===== src/rtl/risc_spm_pkg.sv =====
// Shared RISC_SPM definitions: serializer state encoding and default datapath width.
package risc_spm_pkg;

  typedef enum logic {
    IDLE  = 1'b0,
    SHIFT = 1'b1
  } ser_state_t;

  localparam int RISC_SPM_WORD_SIZE = 8;

endpackage


===== src/rtl/ser_bit_counter.sv =====
// Loadable down-counter for the word serializer; flags zero to mark the final bit.
module ser_bit_counter #(
  parameter int CW = 4
) (
  input  logic          clk,
  input  logic          rst,
  input  logic          load,
  input  logic [CW-1:0] load_val,
  input  logic          dec,
  output logic          zero
);

  logic [CW-1:0] count_q, count_d;

  // Saturates at zero so a stray decrement can never wrap.
  always_comb begin
    count_d = count_q;
    if (load)                    count_d = load_val;
    else if (dec && count_q != '0) count_d = count_q - CW'(1);
  end

  always_ff @(posedge clk) begin
    if (!rst) count_q <= '0;
    else      count_q <= count_d;
  end

  assign zero = (count_q == '0);

endmodule


===== src/rtl/word_serializer.sv =====
// Parallel-in, MSB-first serial-out transmitter with valid/ready output handshake.
// Define SERIALIZER_PARITY_EN to append an even-parity bit to every frame.
module word_serializer
  import risc_spm_pkg::*;
#(
  parameter int WORD_SIZE = RISC_SPM_WORD_SIZE
) (
  input  logic                 clk,
  input  logic                 rst,
  input  logic                 load,
  input  logic [WORD_SIZE-1:0] data_in,
  output logic                 ready,
  output logic                 serial_out,
  output logic                 valid_out,
  input  logic                 out_ready,
  output logic                 last_out,
  output logic                 busy
);

`ifdef SERIALIZER_PARITY_EN
  localparam int PAR = 1;
`else
  localparam int PAR = 0;
`endif
  localparam int SR_W = WORD_SIZE + PAR;
  localparam int CW   = $clog2(WORD_SIZE + 1);
  localparam logic [CW-1:0] CNT_INIT = CW'(SR_W - 1);

  ser_state_t      state_q, state_d;
  logic [SR_W-1:0] shreg_q, shreg_d;
  logic [SR_W-1:0] frame_word;
  logic            cnt_load, xfer, cnt_zero;

  // Parity rides in the LSB so it leaves right after the last data bit.
`ifdef SERIALIZER_PARITY_EN
  assign frame_word = {data_in, ^data_in};
`else
  assign frame_word = data_in;
`endif

  assign cnt_load = (state_q == IDLE) && load;
  assign xfer     = (state_q == SHIFT) && out_ready;

  always_comb begin
    state_d = state_q;
    shreg_d = shreg_q;
    case (state_q)
      IDLE: begin
        if (load) begin
          shreg_d = frame_word;
          state_d = SHIFT;
        end
      end
      SHIFT: begin
        if (out_ready) begin
          shreg_d = {shreg_q[SR_W-2:0], 1'b0};
          if (cnt_zero) state_d = IDLE;
        end
      end
      default: state_d = IDLE;
    endcase
  end

  always_ff @(posedge clk) begin
    if (!rst) begin
      state_q <= IDLE;
      shreg_q <= '0;
    end else begin
      state_q <= state_d;
      shreg_q <= shreg_d;
    end
  end

  ser_bit_counter #(.CW(CW)) u_cnt (
    .clk      (clk),
    .rst      (rst),
    .load     (cnt_load),
    .load_val (CNT_INIT),
    .dec      (xfer),
    .zero     (cnt_zero)
  );

  assign valid_out  = (state_q == SHIFT);
  assign busy       = valid_out;
  assign ready      = ~valid_out;
  assign serial_out = valid_out & shreg_q[SR_W-1];
  assign last_out   = valid_out & cnt_zero;

endmodule


===== config.mk =====
export PLATFORM = sky130hd
export DESIGN_NAME = word_serializer
export DESIGN_NICKNAME = d
export VERILOG_FILES = /design/src/rtl/risc_spm_pkg.sv /design/src/rtl/ser_bit_counter.sv /design/src/rtl/word_serializer.sv
export SDC_FILE = /design/constraint.sdc
export NUM_CORES = 1
export LEC_CHECK = 0
export CAP_MARGIN = 15
export CELL_PAD_IN_SITES_DETAIL_PLACEMENT = 0
export CELL_PAD_IN_SITES_GLOBAL_PLACEMENT = 2
export CORE_ASPECT_RATIO = 2
export CORE_UTILIZATION = 28
export DETAILED_ROUTE_END_ITERATION = 6
export PLACE_DENSITY = 0.78
export SYNTH_ARGS = -nofsm -noshare
export SYNTH_HDL_FRONTEND = slang
export SYNTH_HIERARCHICAL = 1
export SYNTH_SLANG_ARGS = --single-unit

===== constraint.sdc =====
create_clock -name clk -period 1.9 [get_ports clk]
set_clock_uncertainty 0.05 [all_clocks]
set_input_delay 0.285 -clock clk [delete_from_list [all_inputs] [get_ports clk]]
set_output_delay 0.285 -clock clk [all_outputs]
set_load 0.05 [all_outputs]

==> metrics <==
syn_area_per_cell 9.281 sq um; Max-Cap Viols 0; HPWL Detailed 1104 um; DRT antenna net count 0; layout cells sized above 1 28.85%; sw power 241.4 uW; row cnt 25; post-synthesis register bit count 13; DIE AREA 0.002840 sq mm; non-filler cells, final 131; Startpoint Class register; largest net degree at the start of global routing 16; CP max FO 3; WL per Instance 11.33 um; Syn Inst Count 79; Hold Slack 0.4408 ns; leakage power 0.0004800 uW; Slew Viols, Final 0; RSZ-0062 raised after global routing no; gr ovfl total 0; Critical Path RT 1.56 ns; Seq pwr share 39.6%; Num CTS Buffers 3; Crit Path Class register to output port; Clock Sinks 13; Pre-antenna DRT Iters 2; Yosys Warn Count 6; r2r worst-path depth 7; Starting Density 30.44%; share of the synthesized area in the top cell type 35.49%; Hold Violations, Final 0; total number of vias 633; Layout fillers 239; TritonCTS clock tree done; die extent in y 74.37 um; die width 38.19 um; setup violators final 0; crit path cell chain inv_2, ha_4, or3b_4, clkinv_4, and2_4, buf_12; post-DR vias/cell 4.832; r2r startpoint u_cnt/count_q[0]; crit-path max cell delay 0.39 ns; area grow syn2layout 41.30%; nets 118; Seq/Total Area, Yosys 35.49%; Tmin final 1.843 ns; combinational share of power 29.4%; reg2reg end u_cnt/count_q[0]; library cells used by synthesis 28; n_diodes 0; Core Area 0.002409 sq mm; cell area power density 789.8 mW/mm^2; Crit-path slowest cell or3b_4; routability cong. 0.7514; vias in the first global route 659; Max VDD drop 538.0 uV; CP Capture Type output port; DRC 0; power share of the clock group 31.0%; IO buf count 16; setup_tns 0 ns; r2r setup slk 0.41 ns; Synth area leader dfxtp_1; status complete, no violations; worst min path class register to register; initial antenna violation count 0; Worst Path Arrival 1.51 ns; clock buffer depth 2; fmax 0.5426 GHz; DRT Wirelength 1484 um; Worst Hold End shreg_q[7]; # H-tree levels 1; Initial DRC Count 14; sw frac 29.50%; top post-synthesis cells by area dfxtp_1, mux2i_1, o211a_1, nand2_1, inv_1; HP Start shreg_q[7]; placed cells 123; clk root buf clkbuf_8; first-pass GRT wire length 2697 um; Tot GR Track Use 13.51%; clock latency on the worst-skew pair 0.25 ns; Pint 576.8 uW; Final Cycle Share 97.00%; number of top-level pins 17; clk slew on worst S/H paths 0.05 ns; hold-critical path depth 1; synthesized area 733.2 sq um
per-layer routing:
metal / wire length, um / up-vias / global-route usage (%) / share of wire [%]
met5: 0 / - / 0 / 0
met4: 40 / 0 / 8.333 / 2.7
met3: 44 / 4 / 2.687 / 3.0
met2: 799 / 15 / 23.54 / 54
met1: 599 / 295 / 13.99 / 40
li1: - / 319 / - / -
per-stage QoR:
stage	cell area [sq um]	utilization (%)	setup slack (ns)	total power [uW]
after floorplan	742.0	-	0.1062	472.4
after global placement	939.7	39.01	0.1828	537.1
after detailed placement	939.7	39.01	0.1512	537.8
after CTS	1010	41.92	0.01177	811.3
after global routing	1036	43.01	0.003938	866.9
final	1036	43.01	0.05691	818.2
cells in the mapped netlist:
cell type / instances
buf_1: 1
clkinv_2: 1
conb_1: 2
nand3_1: 3
or3b_4: 1
o21ai_0: 2
buf_6: 2
nand4b_1: 1
nor4b_2: 1
nor2_1: 4
nor2b_1: 2
o211a_1: 7
a311oi_2: 1
ha_1: 1
a311oi_1: 1
o2bb2a_4: 1
buf_2: 1
inv_1: 7
o21ai_2: 1
mux2_4: 1
a21oi_1: 2
buf_4: 1
dfxtp_1: 13
mux2i_1: 8
o2111ai_1: 1
and2_1: 3
nand4_1: 1
nand2_1: 9
power groups by stage:
stage / registers (uW) / logic [uW] / clock network [uW]
3_5_place_dp: 328 / 210 / 0
2_1_floorplan: 326 / 146 / 0
4_1_cts: 323 / 226 / 262
5_1_grt: 328 / 267 / 272
3_3_place_gp: 327 / 210 / 0
6_report: 324 / 241 / 254
cell families (layout without fill, tap and decap cells):
logic type | Yosys count | in the layout | share of synthesized area [%]
other | 2 | 4 | 1.024
buffers and inverters | 13 | 36 | 9.555
multiplexers | 9 | 9 | 12.97
flip-flops | 13 | 13 | 35.49
AND/OR/NAND/NOR | 25 | 25 | 18.60
adder cells (fa/ha/maj) | 1 | 1 | 1.706
AO/OA/AOI/OAI | 16 | 16 | 20.65
cell type report:
type	count	area [sq um]	share of cell area [%]
multi-input combinational	55	425.4	41.06
sequential	13	264.0	25.48
timing repair buffer	24	232.7	22.46
clock buffer	4	45.04	4.348
inverter	8	35.03	3.382
tap	27	33.78	3.261
worst max path at each step:
| stage | from | endpoint | slack, ns | cells after the start |
|---|---|---|---|---|
| final | u_cnt/count_q[0] | last_out | 0.06 | 6 |
| after global placement | u_cnt/count_q[0] | last_out | 0.18 | 6 |
| after CTS | u_cnt/count_q[1] | last_out | 0.01 | 6 |
| after floorplan | u_cnt/count_q[0] | last_out | 0.11 | 5 |
| after global routing | u_cnt/count_q[0] | last_out | 0.004 | 6 |
| after detailed placement | u_cnt/count_q[0] | last_out | 0.15 | 6 |
sequential cells by signal, indices dropped and copies added (netlist names):
signal and cells:
u_cnt/count_q 4, shreg_q 8, busy 1
placed cells by master (no fill, tap or decap):
| cell | Yosys | layout |
|---|---|---|
| inv_1 | 7 | 5 |
| a311oi_2 | 1 | 1 |
| conb_1 | 2 | 4 |
| clkbuf_1 | 0 | 1 |
| clkbuf_8 | 0 | 3 |
| a311oi_1 | 1 | 1 |
| mux2_4 | 1 | 1 |
| nand3_1 | 3 | 3 |
| buf_12 | 0 | 2 |
| or3b_4 | 1 | 1 |
| a21oi_1 | 2 | 2 |
| o2111ai_1 | 1 | 1 |
| and2_4 | 0 | 1 |
| mux2i_1 | 8 | 8 |
| clkinv_4 | 0 | 1 |
| nor4b_2 | 1 | 1 |
| o2bb2a_4 | 1 | 1 |
| o21ai_0 | 2 | 2 |
| buf_4 | 1 | 11 |
| dfxtp_1 | 13 | 10 |
| o21ai_2 | 1 | 1 |
| nand4b_1 | 1 | 1 |
| nand4_1 | 1 | 1 |
| and2_1 | 3 | 2 |
| clkdlybuf4s50_1 | 0 | 11 |
| dfxtp_2 | 0 | 3 |
| ha_4 | 0 | 1 |
| nor2_1 | 4 | 4 |
| inv_2 | 0 | 2 |
| o211a_1 | 7 | 7 |
| nor2b_1 | 2 | 2 |
| nand2_1 | 9 | 9 |
critical path: cells and delay by family (launching register included):
family | cells | cell delay (ns)
adders and majority gates | 1 | 0.13
buffers and inverters | 3 | 0.27
DFF | 1 | 0.34
and+or+nand+nor | 2 | 0.53
timing repair:
action                                  in CTS  in global routing
buffers inserted                             2                  2
resized for setup                            5                  3
hold buffers                                 0                  0
pin swaps                                    1                  1
endpoints found under the setup margin       1                  1
No activity file was read; power rests on OpenSTA's default activity.
